**config.mk**
```make
export PLATFORM = sky130hd
export DESIGN_NAME = mac_result_drain
export DESIGN_NICKNAME = d
export VERILOG_FILES = /design/src/rtl/mac_result_drain.sv
export SDC_FILE = /design/constraint.sdc
export NUM_CORES = 1
export LEC_CHECK = 0
export CORE_MARGIN = 2
export CORE_UTILIZATION = 40
export DETAILED_ROUTE_END_ITERATION = 12
export MAX_ROUTING_LAYER = met4
export PLACE_DENSITY = 0.79
export SETUP_SLACK_MARGIN = 0.5
export SLEW_MARGIN = 20
export SYNTH_ARGS = -nofsm -noshare
export SYNTH_HDL_FRONTEND = slang
export SYNTH_SLANG_ARGS = --single-unit
```
**constraint.sdc**
```tcl
create_clock -name clk -period 5.3 [get_ports clk]
set_clock_uncertainty 0.05 [all_clocks]
set_input_delay 0.795 -clock clk [delete_from_list [all_inputs] [get_ports clk]]
set_output_delay 0.795 -clock clk [all_outputs]
set_load 0.1 [all_outputs]
```
**src/rtl/mac_result_drain.sv**
```systemverilog
// mac_result_drain: captures one row of MAC accumulators and drains it as a
// valid/ready word stream, pulsing mac_clear once per accepted capture.
// Optional macro MAC_DRAIN_DROP_CNT_EN enables a saturating counter of
// capture strobes that arrive while a row is still draining.
module mac_result_drain #(
  parameter int unsigned N_MAC = 4,
  parameter int unsigned ACC_W = 16,
  parameter int unsigned IDX_W = 2
) (
  input  logic                     clk,
  input  logic                     reset,
  input  logic                     capture,
  input  logic [N_MAC*ACC_W-1:0]   acc_in,
  output logic                     capture_ready,
  output logic                     mac_clear,
  output logic                     out_valid,
  input  logic                     out_ready,
  output logic [ACC_W-1:0]         out_data,
  output logic [IDX_W-1:0]         out_idx,
  output logic                     out_last,
  output logic [7:0]               drop_cnt
);

  localparam logic [IDX_W-1:0] LAST_IDX = IDX_W'(N_MAC - 1);

  typedef enum logic {IDLE = 1'b0, SEND = 1'b1} state_t;

  state_t                        state_q, state_d;
  logic [N_MAC-1:0][ACC_W-1:0]   row_q, row_d;
  logic [IDX_W-1:0]              idx_q, idx_d;
  logic [ACC_W-1:0]              data_q, data_d;
  logic                          last_q, last_d;
  logic                          valid_q, valid_d;
  logic                          ready_q, ready_d;
  logic                          clear_q, clear_d;

  // State and output registers; reset abandons any row in flight.
  always_ff @(posedge clk) begin
    if (reset) begin
      state_q <= IDLE;
      row_q   <= '0;
      idx_q   <= '0;
      data_q  <= '0;
      last_q  <= 1'b0;
      valid_q <= 1'b0;
      ready_q <= 1'b1;
      clear_q <= 1'b0;
    end else begin
      state_q <= state_d;
      row_q   <= row_d;
      idx_q   <= idx_d;
      data_q  <= data_d;
      last_q  <= last_d;
      valid_q <= valid_d;
      ready_q <= ready_d;
      clear_q <= clear_d;
    end
  end

  // Next-state and next-output logic; the presented word is precomputed so
  // every output comes straight from a flop.
  always_comb begin
    state_d = state_q;
    row_d   = row_q;
    idx_d   = idx_q;
    data_d  = data_q;
    last_d  = last_q;
    valid_d = valid_q;
    ready_d = ready_q;
    clear_d = 1'b0;
    case (state_q)
      IDLE: begin
        if (capture) begin
          state_d = SEND;
          row_d   = acc_in;
          idx_d   = '0;
          data_d  = acc_in[ACC_W-1:0];
          last_d  = (LAST_IDX == '0);
          valid_d = 1'b1;
          ready_d = 1'b0;
          clear_d = 1'b1;
        end
      end
      SEND: begin
        if (out_ready) begin
          if (last_q) begin
            state_d = IDLE;
            valid_d = 1'b0;
            ready_d = 1'b1;
            last_d  = 1'b0;
          end else begin
            idx_d  = idx_q + IDX_W'(1);
            data_d = row_q[idx_d];
            last_d = (idx_d == LAST_IDX);
          end
        end
      end
      default: begin
        state_d = IDLE;
        valid_d = 1'b0;
        ready_d = 1'b1;
      end
    endcase
  end

  assign capture_ready = ready_q;
  assign mac_clear     = clear_q;
  assign out_valid     = valid_q;
  assign out_data      = data_q;
  assign out_idx       = idx_q;
  assign out_last      = last_q;

`ifdef MAC_DRAIN_DROP_CNT_EN
  logic [7:0] drop_q, drop_d;

  // Saturating count of captures that arrive while a row is draining.
  always_comb begin
    drop_d = drop_q;
    if (state_q == SEND && capture && drop_q != 8'hFF) begin
      drop_d = drop_q + 8'd1;
    end
  end

  // Drop counter register.
  always_ff @(posedge clk) begin
    if (reset) begin
      drop_q <= '0;
    end else begin
      drop_q <= drop_d;
    end
  end

  assign drop_cnt = drop_q;
`else
  assign drop_cnt = 8'h00;
`endif

endmodule

```
==> impl_summary.txt, run 1 <==
----------------------------------------------------
[Place]
  Setup Slack @ Placement ... 2.12 ns
  Number of input and output port buffers inserted ... 89
  Detailed-placement wirelength estimate ... 6930 um
  Placer's final routability congestion estimate ... 0.844

[Timing]
  Maximum clock frequency ... 353 MHz
  Final count of hold timing violations ... 0
  Slew Viols, Final ... 0
  Final number of setup-violating endpoints ... 0
  Setup_tns ... 0 ns
  Transition time at the pin with the least slew margin ... 0.997 ns
  Clock period minus final worst setup slack ... between 2 and 3 ns
  Unrepaired setup endpoints after global routing ... false
  Slew margin rel. ... 0.333
  Worst setup slack after layout ... 2.47 ns
  Final worst path period share ... 0.535

[Critical path]
  Critical Path Fanout Max ... 8
  Critical path endpoint category ... output pin
  Critical Path RT ... between 4 and 5 ns
  Startpoint kind of the worst setup timing path ... register
  Crit path kind ... reg2out
  Largest delay share family, worst path ... buffers and inverters
  Highest-delay cell along the critical path ... sky130_fd_sc_hd__clkdlybuf4s50_1
  Crit path buffers/inverters ... 1
  Worst path cell trace ... clkdlybuf4s50_1
  Critical path arrival ... 1.99 ns
  Biggest cell delay along the critical path ... 1.18 ns

[Floorplanning]
  Die Span Y ... 101 um
  Placeable Area ... 0.00915 mm2
  Width of the die ... 101 um
  Top Ports ... 98
  Die Area ... 0.0102 mm2
  Placement row count ... 35
  Initial standard-cell utilization of the core ... 0.409

[Final layout]
  Final #Nets ... 578
  Total inserted antenna cells ... 0
  Area Overhead vs Synth ... 29.3%
  Fraction of layout instances using a drive strength above 1 ... 0.109

[Clock tree]
  Clock tree from TritonCTS ... done
  Sinks on Clock Net ... 87
  Number of post-CTS setup repair buffers ... 0
  Clock latency at the later pin of the worst-skew pair ... 0.36 ns
  Total CTS buffers ... 9
  CTS H-tree lvls ... 3
  Clk slew on worst S/H paths ... 0.09 ns
  Max Buffers Root-to-Sink ... 2
  Clk Tree Root Cell ... sky130_fd_sc_hd__clkbuf_8
  Post-cts resize count ... 0
  Hold buffer count at cts ... 0

[Synth]
  Flip-flop and latch count after synthesis ... 87
  Yosys warnings ... 0
  Dominant combinational cell family by area after synthesis ... compound AO/OA/AOI/OAI gates
  Area share of the largest cell type after synthesis ... 0.465
  Number of enable-type register cells in the synthesized netlist ... 0
  Mapped Cells ... about 440
  Leading cell type by number of instances after synthesis ... sky130_fd_sc_hd__nand2_1
  Part of the Yosys area used for sequential elements ... 0.465
  Area fraction in and, or, nand and nor cells after synthesis ... 0.159
  Top post-synthesis cells by area ... sky130_fd_sc_hd__dfxtp_1 46%, sky130_fd_sc_hd__nand2_1 13%, sky130_fd_sc_hd__a21oi_1 9.6%
  Compound-gate portion of the synthesized area ... 0.199
  Dominant synthesized flop cell ... sky130_fd_sc_hd__dfxtp_1
  Avg Inst Size Synth ... ~8.5 um2
  Multiplexer share of the synthesized area ... 0.0955
  Synth async-reset ratio ... 0
  Synth cell types ... 39
  Most common library cells after synthesis ... 129 x sky130_fd_sc_hd__nand2_1, 87 x sky130_fd_sc_hd__dfxtp_1, 72 x sky130_fd_sc_hd__a21oi_1, 26 x sky130_fd_sc_hd__mux2_2, 19 x sky130_fd_sc_hd__buf_2
  Fraction of the mapped netlist area in adder cells ... 0.00334
  Leading area contributor after synthesis ... sky130_fd_sc_hd__dfxtp_1
  Syn Std Cell Area ... 0.00375 mm2
  Synth Area in XOR/XNOR ... 0

[Route]
  Average via count per standard cell ... 5.45
  Post-DRT Antenna Nets ... 0
  Number of remaining DRC errors ... 0
  Average wire per standard cell ... 16.4 um
  Total wirelength of the detailed-routed design ... 10,300 um
  Length of the first detailed-routing pass in iterations ... 8
  Total via count in the routed design ... about 3,400
  Count of routing violations after the opening detailed-route iteration ... 320

[Global routing]
  Number of global-route vias before repair ... between 3,000 and 4,000
  First-pass GRT wire length ... 16,200 um
  Global-route total usage across every layer ... 0.211
  Largest net degree at the start of global routing ... 77
  Initial antenna violation count ... 0
  Global-route congestion overflow total ... 0

[Job]
  Number of max-cap violations ... 0

[Min path]
  Type of the tightest min-delay check ... reg2reg

[Power and ir drop]
  Pleak ... 0.00180 uW
  Maximum ir drop on the vdd rail ... 168 uV
  Pwr dens ... 336 mW/mm2

[Run status]
  Outcome ... completed

----------------------------------------------------
-- layout make-up --
| cell class | count | area (um2) |
|---|---|---|
| fillers | 830 | 4310 |
| multi-input cells | 308 | 1750 |
| flip-flops and latches | 87 | 1740 |
| repair buffers | 94 | 936 |
| well taps | 111 | 139 |
| clock buffers | 9 | 124 |
| clock inverters | 7 | 120 |
| inverters | 9 | 33.8 |
-- worst reg2reg max path, cell delays in order, from the launching register on --
cell                       delay, ns
sky130_fd_sc_hd__dfxtp_1        0.87
sky130_fd_sc_hd__nand2b_2       0.25
sky130_fd_sc_hd__buf_4          0.55
sky130_fd_sc_hd__nand2_2        0.49
sky130_fd_sc_hd__o221a_2        0.40
-- placed cells by master, fill, tap and decap left out, drive strengths merged, types with 2 or more instances in the layout --
cell type      synthesis  final
nand2                131    131
clkdlybuf4s50          0     88
dfxtp                 87     87
a21oi                 72     72
mux2                  27     27
o22ai                  9      9
clkbuf                 9      9
inv                    8      9
conb                   1      8
a222oi                 7      7
o31ai                  7      7
o32ai                  7      7
o221ai                 6      6
buf                   36      6
nor2                   5      5
mux2i                  5      5
a31oi                  3      3
bufinv                 0      3
clkinv                 1      3
and2                   2      2
o21a                   2      2
o221a                  2      2
nor2b                  2      2
nand2b                 2      2
o21ai                  2      2
-- registers in the layout, summed over array words and instances (netlist names) --
name,flops
capture_ready,1
mac_clear,1
out_data,16
out_idx,2
out_last,1
out_valid,1
row_q,64
state_q,1
-- layer usage --
layer,global-route usage,up-vias,part of all wire
li1,-,1642,-
met3,0.0458,21,0.074
met1,0.258,1586,0.41
met5,-,-,0
met4,0.0959,0,0.019
met2,0.333,155,0.49
-- worst paths after layout --
| kind | start | end | slack [ns] | cells past startpoint |
|---|---|---|---|---|
| worst max-delay path | out_last$_SDFFE_PP0P_ | out_last | 2.47 | 1 |
| worst max register to register | state_q$_SDFF_PP0_ | out_data[11]$_SDFFE_PP0P_ | 2.59 | 4 |
| worst min register to register | row_q[28]$_SDFFE_PP0P_ | row_q[28]$_SDFFE_PP0P_ | 0.41 | 2 |
| worst min-delay path | row_q[28]$_SDFFE_PP0P_ | row_q[28]$_SDFFE_PP0P_ | 0.41 | 2 |
-- where the power goes --
group          internal [uW]  switching, uW  total (uW)
clock network            315            241         556
registers                695           26.2         721
logic                    123            230         353
total                   1130            497        1630
-- through the flow --
| step | area [um2] | hold WS [ns] | std cells | utilization | total power, uW |
|---|---|---|---|---|---|
| 2_1_floorplan | 3770 | 0.382 | 449 | - | 979 |
| 3_3_place_gp | 4580 | 0.388 | 608 | 0.501 | 1080 |
| 3_5_place_dp | 4580 | 0.397 | 608 | 0.501 | 1080 |
| 4_1_cts | 4830 | 0.408 | 624 | 0.527 | 1640 |
| 5_1_grt | 4850 | 0.429 | 625 | 0.529 | 1690 |
| 6_report | 4850 | 0.407 | 625 | 0.529 | 1630 |
-- kinds of logic after synthesis --
group | after synthesis
other | 1
DFF | 87
muxes | 32
adders and majority gates | 1
AOI/OAI and AO/OA | 120
and+or+nand+nor | 147
buffers and inverters | 54
(Power assumes the default switching activity.)
==> inputs of run 2 (changes only) <==
- clock period: 5.3 -> 2.8 ns (I/O delays scaled with it)
==> run 2 against run 1 <==
  * Via count up 1.1%
  * Highest routed layer unchanged
  * Flip-flop and latch count is the same
  * Worst hold slack about the same
  * Power increased by 92%
  * Cell count is 0.48% higher
  * Non-clock buffer count is 3 higher
  * Critical path depth up 4
==> impl_summary.txt, run 2 (synthesized netlist as in run 1, its figures left out) <==
----------------------------------------------------
[Place]
  Placer's final routability congestion estimate ... 0.844 (about the same)
  Cells after DPL ... 612 (+0.66%)
  Detailed-placement wirelength estimate ... 6980 um (+0.72%)
  Number of input and output port buffers inserted ... 89 (unchanged)

[Final layout]
  Number of filler cells placed in the layout ... 819 (-1.3%)
  Final #Nets ... 581 (+0.52%)
  Most common cell after layout, fill and taps aside ... sky130_fd_sc_hd__nand2_1
  Most used cells in the layout excluding fill and tap cells ... 129 x sky130_fd_sc_hd__nand2_1, 85 x sky130_fd_sc_hd__dfxtp_1, 72 x sky130_fd_sc_hd__a21oi_1
  Combined area of the multi-input logic cells ... 0.00176 mm2 (+0.71%)
  Number of cells in the finished layout apart from fillers ... 628 (+0.48%)
  Flip-flop count of the largest register, all copies and words added ... 64 (unchanged)
  Final standard cell utilization of the core ... 0.528 (-0.00178)
  Sequential Area ... 0.00175 mm2 (+0.29%)
  Total inserted antenna cells ... 0 (unchanged)
  Most flop-heavy register ... row_q
  Fraction of layout instances using a drive strength above 1 ... 0.161 (+0.0516)
  Area Overhead vs Synth ... 28.9%

[Global routing]
  Number of global-route vias before repair ... 3,127 (-7.7%)
  Global-route total usage across every layer ... 0.206 (-0.00424)
  Largest net degree at the start of global routing ... 76 (-1.3%)
  First-pass GRT wire length ... 15,800 um (-2.6%)
  Initial antenna violation count ... 0 (unchanged)
  Global-route congestion overflow total ... 0 (unchanged)

[Floorplanning]
  Width of the die ... 101 um (unchanged)
  Die Span Y ... 101 um (unchanged)
  Initial standard-cell utilization of the core ... 0.409 (unchanged)
  Die Area ... 0.0102 mm2 (unchanged)
  Placement row count ... 35 (unchanged)
  Top Ports ... 98 (unchanged)
  Placeable Area ... 0.00915 mm2 (unchanged)

[Power and ir drop]
  Maximum ir drop on the vdd rail ... 349 uV (+110%)
  Pleak ... 0.00186 uW (+2.9%)
  Sum of internal, switching and leakage power ... 3120 uW (+92%)
  Net switching component of the power ... 936 uW (+88%)
  Clock share of power ... 0.350 (+0.009)
  Design internal power ... 2190 uW (+93%)
  Logic gate share of total power ... 0.211 (-0.006)
  Switching share of power ... 0.300 (-0.00551)
  Portion of total power attributed to sequential cells ... 0.439 (-0.004)
  Pwr dens ... 646 mW/mm2 (+92%)

[Critical path]
  Largest delay share family, worst path ... flip-flops
  Critical path endpoint category ... register
  Worst path cell trace ... inv_1 > ha_4 > mux2_2 > a222oi_1 > a21oi_1
  Critical Path Fanout Max ... 24 (+16)
  Critical path arrival ... 2.35 ns (+0.36 ns)
  Crit path buffers/inverters ... 1 (unchanged)
  Highest-delay cell along the critical path ... sky130_fd_sc_hd__dfxtp_4
  Crit path kind ... reg2reg
  Critical Path RT ... 2.99 ns (-1.46 ns)
  Startpoint kind of the worst setup timing path ... register
  Biggest cell delay along the critical path ... 0.56 ns (-0.62 ns)

[Timing]
  Setup_tns ... 0 ns (unchanged)
  Maximum clock frequency ... 461 MHz
  Final number of setup-violating endpoints ... 0 (unchanged)
  Transition time at the pin with the least slew margin ... 0.781 ns (-0.216 ns)
  Clock period minus final worst setup slack ... ~2.2 ns
  Final count of hold timing violations ... 0 (unchanged)
  Unrepaired setup endpoints after global routing ... false
  Slew margin rel. ... 0.479 (+0.146)
  Slew Viols, Final ... 0 (unchanged)
  Final worst path period share ... 0.774

[Clock tree]
  Sinks on Clock Net ... 87 (unchanged)
  CTS H-tree lvls ... 3 (unchanged)
  Max Buffers Root-to-Sink ... 2 (unchanged)
  Clk slew on worst S/H paths ... 0.09 ns (about the same)
  Hold buffer count at cts ... 0 (unchanged)
  Clock latency at the later pin of the worst-skew pair ... 0.36 ns (about the same)
  Clk Tree Root Cell ... sky130_fd_sc_hd__clkbuf_8
  Clock tree from TritonCTS ... done
  Total CTS buffers ... 9 (unchanged)

[Route]
  Count of routing violations after the opening detailed-route iteration ... 307 (-4.1%)
  Length of the first detailed-routing pass in iterations ... 6 (-2)
  Number of remaining DRC errors ... 0 (unchanged)
  Average via count per standard cell ... 5.48 (+0.66%)
  Post-DRT Antenna Nets ... 0 (unchanged)
  Average wire per standard cell ... 16.2 um (-1.2%)
  Total wirelength of the detailed-routed design ... 10,200 um (-0.72%)
  Total via count in the routed design ... 3,443 (+1.1%)

[Min path]
  Type of the tightest min-delay check ... reg2reg

[Job]
  Number of max-cap violations ... 0 (unchanged)

[Run status]
  Outcome ... completed

----------------------------------------------------
[run 2: cell count changes in the layout (fill, tap and decap cells not counted), sizes merged]
| cell | delta |
|---|---|
| buf | +25 |
| inv | -1 |
| clkinv | -1 |
| clkdlybuf4s50 | -22 |
| clkbuf | +2 |
[run 2: final cells by class]
class,count,share of cell area
clock buffers,11,0.0316
clock inverters,5,0.0212
inverters,9,0.00699
multi-input cells,308,0.365
flip-flops and latches,87,0.362
well taps,111,0.0288
repair buffers,97,0.184
[run 2: worst reg2reg max path, cell delays in order, from the launching register on]
cell and delay [ns]:
sky130_fd_sc_hd__dfxtp_4 0.56, sky130_fd_sc_hd__inv_1 0.16, sky130_fd_sc_hd__ha_4 0.44, sky130_fd_sc_hd__mux2_2 0.38, sky130_fd_sc_hd__a222oi_1 0.34, sky130_fd_sc_hd__a21oi_1 0.11
[run 2: final timing paths]
check                          start                   endpoint  slack [ns]  depth (start not counted)
min           row_q[37]$_SDFFE_PP0P_     row_q[37]$_SDFFE_PP0P_        0.41                          2
max reg2reg  out_idx[0]$_SDFFE_PP0P_  out_data[10]$_SDFFE_PP0P_        0.63                          5
min reg2reg   row_q[37]$_SDFFE_PP0P_     row_q[37]$_SDFFE_PP0P_        0.41                          2
max          out_idx[0]$_SDFFE_PP0P_  out_data[10]$_SDFFE_PP0P_        0.63                          5
[run 2: metrics by stage]
step	hold slack, ns	cell area (um2)	setup WS [ns]
after global routing	0.425	4830	0.520
final	0.408	4830	0.632
after global placement	0.389	4560	0.480
after floorplan	0.382	3780	0.544
after detailed placement	0.396	4560	0.387
after CTS	0.408	4820	0.526
[run 2: what timing repair did]
item,CTS,global route
gates cloned,0,0
setup buffers,0,0
resized for setup,1,1
setup endpoints to repair,13,13
[run 2: power groups by stage]
| stage | sequential (uW) | combinational (uW) | clock (uW) |
|---|---|---|---|
| 5_1_grt | 1380 | 696 | 1150 |
| 6_report | 1370 | 658 | 1090 |
| 4_1_cts | 1370 | 654 | 1100 |
| 2_1_floorplan | 1560 | 296 | 0 |
| 3_5_place_dp | 1400 | 651 | 0 |
| 3_3_place_gp | 1400 | 640 | 0 |
[run 2: metal layers]
metal,part of all wire,GRT usage
met5,0,-
met4,0.023,0.0885
met3,0.066,0.0381
met2,0.47,0.317
met1,0.44,0.267
==> inputs of run 3 (changes only) <==
- PLACE_DENSITY: 0.79 -> 0.81
- clock period: 2.8 -> 1.8 ns (I/O delays scaled with it)
==> run 3 against run 2 <==
  * The flow now finishes with violations (negative setup slack)
  * Worst hold slack worse by 0.072 ns
  * Flip-flop and latch count unchanged
  * Via count up 15%
  * Cell count up 6.1%
  * Fmax up 17%
  * Die area unchanged
  * Combinational power up 140%
  * Largest cell class unchanged
  * Largest power group unchanged
==> impl_summary.txt, run 3 (synthesized netlist as in run 1, its figures left out) <==
----------------------------------------------------
[Run status]
  Outcome ... finished with violations
  Violations in the final reports ... negative setup slack

[Critical path]
  Critical path endpoint category ... register
  Minimum setup slack among reg-to-reg paths ... -0.05 ns (-0.68 ns)
  Critical Path Fanout Max ... 8 (-67%)
  Largest delay share family, worst path ... compound AO/OA/AOI/OAI gates
  Critical path arrival ... 2.02 ns (-0.33 ns)
  Startpoint kind of the worst setup timing path ... register
  Critical Path RT ... 1.97 ns (-1.02 ns)
  Crit path buffers/inverters ... 2 (+1)
  R2r startpoint ... out_idx[0]$_SDFFE_PP0P_
  Highest-delay cell along the critical path ... sky130_fd_sc_hd__a222oi_1
  Worst Reg2Reg Path Length in Cells ... 6 (+1)
  Biggest cell delay along the critical path ... 0.41 ns (-0.15 ns)
  Crit path kind ... reg2reg
  Worst path cell trace ... inv_4 > ha_4 > buf_12 > mux2_4 > a222oi_1 > a21oi_1
  Path length in cells of the critical path ... 6 (+1)
  Capture point of the worst reg-to-reg path ... out_data[4]$_SDFFE_PP0P_

[Min path]
  Hold-critical path depth ... 3 (+1)
  Hold path start ... reset
  Hold Crit Endpoint ... capture_ready$_SDFFE_PP1P_
  Type of the tightest min-delay check ... in2reg

[Place]
  Detailed-placement wirelength estimate ... 7400 um (+6.0%)
  Number of input and output port buffers inserted ... 89 (unchanged)
  Cells after DPL ... 620 (+1.3%)
  Placer's final routability congestion estimate ... 0.864 (+2.4%)

[Clock tree]
  CTS H-tree lvls ... 3 (unchanged)
  Sinks on Clock Net ... 87 (unchanged)
  Max Buffers Root-to-Sink ... 2 (unchanged)
  Clock tree from TritonCTS ... done
  Clk slew on worst S/H paths ... 0.10 ns (about the same)
  Clk Tree Root Cell ... sky130_fd_sc_hd__clkbuf_8
  Hold buffer count at cts ... 0 (unchanged)
  Clock latency at the later pin of the worst-skew pair ... 0.36 ns (about the same)
  Total CTS buffers ... 9 (unchanged)

[Global routing]
  Initial antenna violation count ... 0 (unchanged)
  Global-route total usage across every layer ... 0.227 (+0.0211)
  Number of global-route vias before repair ... 3,517 (+12%)
  First-pass GRT wire length ... 17,400 um (+10%)
  Global-route congestion overflow total ... 0 (unchanged)
  Largest net degree at the start of global routing ... 76 (unchanged)

[Timing]
  Unrepaired setup endpoints after global routing ... true
  Maximum clock frequency ... 540 MHz (+17%)
  Worst hold slack across all endpoints ... 0.336 ns (-0.0718 ns)
  Worst setup slack after layout ... -0.0523 ns (-0.684 ns)
  Final number of setup-violating endpoints ... 4 (+4)
  Final count of hold timing violations ... 0 (unchanged)
  Slew Viols, Final ... 0 (unchanged)
  Slew margin rel. ... 0.619 (+0.140)
  Final worst path period share ... 1.03 (+0.255)
  Clock period minus final worst setup slack ... 1.85 ns (-0.316 ns)
  Transition time at the pin with the least slew margin ... 0.571 ns (-0.210 ns)

[Job]
  Number of max-cap violations ... 0 (unchanged)

[Floorplanning]
  Die Span Y ... 101 um (unchanged)
  Width of the die ... 101 um (unchanged)
  Placeable Area ... 0.00915 mm2 (unchanged)
  Top Ports ... 98 (unchanged)
  Placement row count ... 35 (unchanged)
  Initial standard-cell utilization of the core ... 0.409 (unchanged)
  Die Area ... 0.0102 mm2 (unchanged)

[Final layout]
  Area Overhead vs Synth ... 70.0%
  Number of filler cells placed in the layout ... 574 (-30%)
  Most common cell after layout, fill and taps aside ... sky130_fd_sc_hd__dfxtp_1
  Most flop-heavy register ... row_q
  Flip-flop count of the largest register, all copies and words added ... 64 (unchanged)
  Final #Nets ... 619 (+6.5%)
  Fraction of layout instances using a drive strength above 1 ... 0.454 (+0.294)
  Number of cells in the finished layout apart from fillers ... 666 (+6.1%)
  Most used cells in the layout excluding fill and tap cells ... 77 x sky130_fd_sc_hd__dfxtp_1, 70 x sky130_fd_sc_hd__nand2_1, 64 x sky130_fd_sc_hd__clkdlybuf4s50_1
  Total inserted antenna cells ... 0 (unchanged)

[Route]
  Total via count in the routed design ... 3,948 (+15%)
  Post-DRT Antenna Nets ... 0 (unchanged)
  Number of remaining DRC errors ... 0 (unchanged)
  Average via count per standard cell ... 5.93 (+8.1%)
  Average wire per standard cell ... 20.9 um (+29%)
  Count of routing violations after the opening detailed-route iteration ... 353 (+15%)
  Length of the first detailed-routing pass in iterations ... 6 (unchanged)
  Total wirelength of the detailed-routed design ... 13,900 um (+37%)

[Power and ir drop]
  Pleak ... 0.00258 uW (+39%)
  Switching share of power ... 0.333 (+0.0333)
  Design internal power ... 3420 uW (+56%)
  Pwr dens ... 805 mW/mm2 (+25%)
  Net switching component of the power ... 1710 uW (+82%)
  Clock share of power ... 0.273 (-0.077)
  Logic gate share of total power ... 0.305 (+0.094)
  Portion of total power attributed to sequential cells ... 0.422 (-0.017)
  Maximum ir drop on the vdd rail ... 419 uV (+20%)

----------------------------------------------------
## run 3: per-layer routing
layer,GRT usage,share of wire,vias up
met5,-,0,-
met4,0.0811,0.046,0
met3,0.0444,0.080,60
met2,0.374,0.49,244
met1,0.278,0.39,1902
li1,-,-,1742
## run 3: how the worst max path moves through the flow
stage	start	end	slack, ns
after global routing	out_idx[0]$_SDFFE_PP0P_	out_data[4]$_SDFFE_PP0P_	-0.07
after floorplan	out_idx[0]$_SDFFE_PP0P_	out_data[14]$_SDFFE_PP0P_	-0.29
final	out_idx[0]$_SDFFE_PP0P_	out_data[4]$_SDFFE_PP0P_	-0.05
after CTS	out_idx[0]$_SDFFE_PP0P_	out_data[2]$_SDFFE_PP0P_	0.04
after global placement	out_idx[0]$_SDFFE_PP0P_	out_data[10]$_SDFFE_PP0P_	0.01
after detailed placement	out_idx[0]$_SDFFE_PP0P_	out_data[2]$_SDFFE_PP0P_	-0.03
## run 3: what timing repair did
item | CTS | global route
pin swaps | 19 | 97
gates cloned | 3 | 6
endpoints found under the setup margin | 62 | 57
setup buffers | 12 | 9
gates resized for setup | 24 | 184
## run 3: cell type report
cell class | count | area [um2] | share of cell area
sequential | 87 | 1760 | 0.276
tap | 111 | 139 | 0.0218
timing repair buffer | 135 | 1750 | 0.274
clock buffer | 15 | 198 | 0.0310
inverter | 9 | 36.3 | 0.00570
clock inverter | 1 | 7.51 | 0.00118
multi-input combinational | 308 | 2480 | 0.390
## run 3: metrics by stage
stage,setup TNS [ns],cell area (um2),util,setup slack [ns],power [uW]
floorplan,-1.95,3860,-,-0.293,2900
global placement,0,5000,0.547,0.0131,3330
detailed placement,-0.0512,5000,0.547,-0.0313,3360
CTS,0,5490,0.600,0.0412,4790
global route,-0.259,6370,0.696,-0.0706,5270
finish,-0.112,6370,0.696,-0.0523,5130
## run 3: tightest hold or removal path, cell delays in order
cell	delay, ns
sky130_fd_sc_hd__buf_2	0.12
sky130_fd_sc_hd__clkinv_1	0.21
sky130_fd_sc_hd__o21ai_1	0.10
## run 3: power by group through the flow
stage | sequential (uW) | clock, uW | combinational [uW]
after global placement | 2180 | 0 | 1150
after global routing | 2170 | 1480 | 1620
final | 2160 | 1400 | 1560
after detailed placement | 2180 | 0 | 1170
after floorplan | 2420 | 0 | 477
after CTS | 2140 | 1380 | 1270
==> RTL edit: new RTL, config.mk and constraints of run 2 <==
Set the parameter `IDX_W` to 1 (it was 2).
--- a/src/rtl/mac_result_drain.sv
+++ b/src/rtl/mac_result_drain.sv
@@ -6,5 +6,5 @@
   parameter int unsigned N_MAC = 4,
   parameter int unsigned ACC_W = 16,
-  parameter int unsigned IDX_W = 2
+  parameter int unsigned IDX_W = 1
 ) (
   input  logic                     clk,
Interface: changed (resized out_idx); port bits go from 98 to 97. No check against the original RTL was run, so the function may have changed too.
==> RTL edit against run 2 <==
- maximum frequency grew 12%
- total power shrank 43%
- synthesized area fell by 37%
- critical path depth is the same
- final cell count decreased by 38%
- global-route usage is 3.9 points lower
- wire length shrank 52%
- worst setup slack improved by 0.23 ns
- final area shrank 39%
- sequential cell count decreased by 33
==> RTL edit: results (changes against run 2) <==
{| class="wikitable"
! Metric !! Value
|-
| Data arrival time at the worst-slack endpoint || 2.11 ns (was 2.35 ns)
|-
| Total via count after detailed routing || 1924 (was 3443)
|-
| Dominant cells by area after synthesis || sky130_fd_sc_hd__dfxtp_1, sky130_fd_sc_hd__nand2_1, sky130_fd_sc_hd__a21oi_1, sky130_fd_sc_hd__mux2i_1, sky130_fd_sc_hd__o2bb2ai_2 (was sky130_fd_sc_hd__dfxtp_1, sky130_fd_sc_hd__nand2_1, sky130_fd_sc_hd__a21oi_1, sky130_fd_sc_hd__mux2_2, sky130_fd_sc_hd__buf_2)
|-
| Vias in the first global route || 1820 (was 3127)
|-
| Largest register FFs || 32 (was 64)
|-
| Maximum number of pins on one net before global-route repair || 43 (was 76)
|-
| Number of filler cells placed in the layout || 566 (was 819)
|-
| Master cell of the clock root buffer || sky130_fd_sc_hd__clkbuf_8 (unchanged)
|-
| Wire length on met1 || 2210 um (was 4470 um)
|-
| Number of instances in the synthesized netlist || 271 (was 442)
|-
| Sequential element share of the synthesized area || 0.460 (was 0.465)
|-
| Total length of routed met2 wires || 2370 um (was 4810 um)
|-
| Synth cell count leaders || sky130_fd_sc_hd__nand2_1, sky130_fd_sc_hd__dfxtp_1, sky130_fd_sc_hd__a21oi_1 (unchanged)
|-
| Number of instances in the placed design || 381 (was 612)
|-
| Post-cts sizing count || 0 (was 1)
|-
| Worst vdd ir || 0.326 mV (was 0.349 mV)
|-
| Critical path fanouts, max || 34 (was 24)
|-
| Wire length on met3 || 303 um (was 668 um)
|-
| Run status || completed (unchanged)
|-
| Port Buffers || 56 (was 89)
|-
| Num CTS Buffers || 5 (was 9)
|-
| Average wire per cell in the routed design || 12.6 um (was 16.2 um)
|-
| Skew-Pair Late Insertion Delay || 0.29 ns (was 0.36 ns)
|-
| Leakage power figure || 1.10 nW (was 1.86 nW)
|-
| Fraction of registers with async set/reset || 0 (unchanged)
|-
| First-pass GRT wire length || 8290 um (was 15800 um)
|-
| Final HPWL DP || 3270 um (was 6980 um)
|-
| Length of the first detailed-routing pass in iterations || 4 (was 6)
|-
| H-Tree Depth || 2 (was 3)
|-
| Cell Area, Placed || 2830 um2 (was 4560 um2)
|-
| Transition at the pin with the smallest max-transition slack || 0.591 ns (was 0.781 ns)
|-
| Overall routing resource usage || 0.167 (was 0.206)
|-
| Proportion of layout cells with a drive suffix above 1 || 0.155 (was 0.161)
|-
| Violation count after the first detailed-routing iteration || 107 (was 307)
|-
| Uppermost routed layer || met4 (unchanged)
|-
| Internal power || 1.16 mW (was 2.19 mW)
|-
| Filler-free cell count of the finished design || 389 (was 628)
|-
| Count of cell types in the netlist || 24 (was 39)
|-
| Nature of the critical path endpoint || flop (unchanged)
|-
| Post-Place Worst Slack || 0.549 ns (was 0.387 ns)
|-
| Routability congestion estimate || 0.750 (was 0.844)
|}
[RTL edit: critical path, cell delays in order]
cell and delay, ns:
sky130_fd_sc_hd__clkdlybuf4s50_1 0.53, sky130_fd_sc_hd__nand2b_4 0.38, sky130_fd_sc_hd__o21ai_4 0.12, sky130_fd_sc_hd__nor2_4 0.48
sky130_fd_sc_hd__o2bb2ai_1 0.17
[RTL edit: per-layer routing]
layer  global-route usage  vias up
met4               0.0373        0
met5                    -        -
met3               0.0337        2
li1                     -      982
met2                0.280       50
met1                0.209      890
[RTL edit: kinds of logic after synthesis]
group / count (synthesis) / share of synthesized area
AOI/OAI and AO/OA: 72 / 0.214
buffers and inverters: 30 / 0.0820
xor gates and xnor gates: 1 / 0.00373
other: 1 / 0.00160
DFF: 54 / 0.460
and+or+nand+nor: 97 / 0.171
muxes: 16 / 0.0682
[RTL edit: power by group through the flow]
stage	Clock, mW	Sequential [mW]	Combinational, mW
6_report	0.440	0.850	0.503
5_1_grt	0.495	0.857	0.535
4_1_cts	0.456	0.851	0.506
3_5_place_dp	0	0.868	0.505
3_3_place_gp	0	0.866	0.502
2_1_floorplan	0	1.05	0.214
[RTL edit: worst paths after layout]
path	slack, ns	endpoint	start	cells after the start
max	0.86	out_data[2]	capture	5
min	0.41	row_q[19]	row_q[19]	2
max reg2reg	1.07	out_data[8]	state_q	5
min reg2reg	0.41	row_q[19]	row_q[19]	2
[RTL edit: area by class of cell]
class / instances / area [um2] / share of cell area
tap: 72 / 90.1 / 0.0308
sequential: 54 / 1080 / 0.369
clock buffer: 6 / 82.6 / 0.0282
clock inverter: 2 / 12.5 / 0.00427
multi-input combinational: 194 / 1100 / 0.377
timing repair buffer: 61 / 558 / 0.191
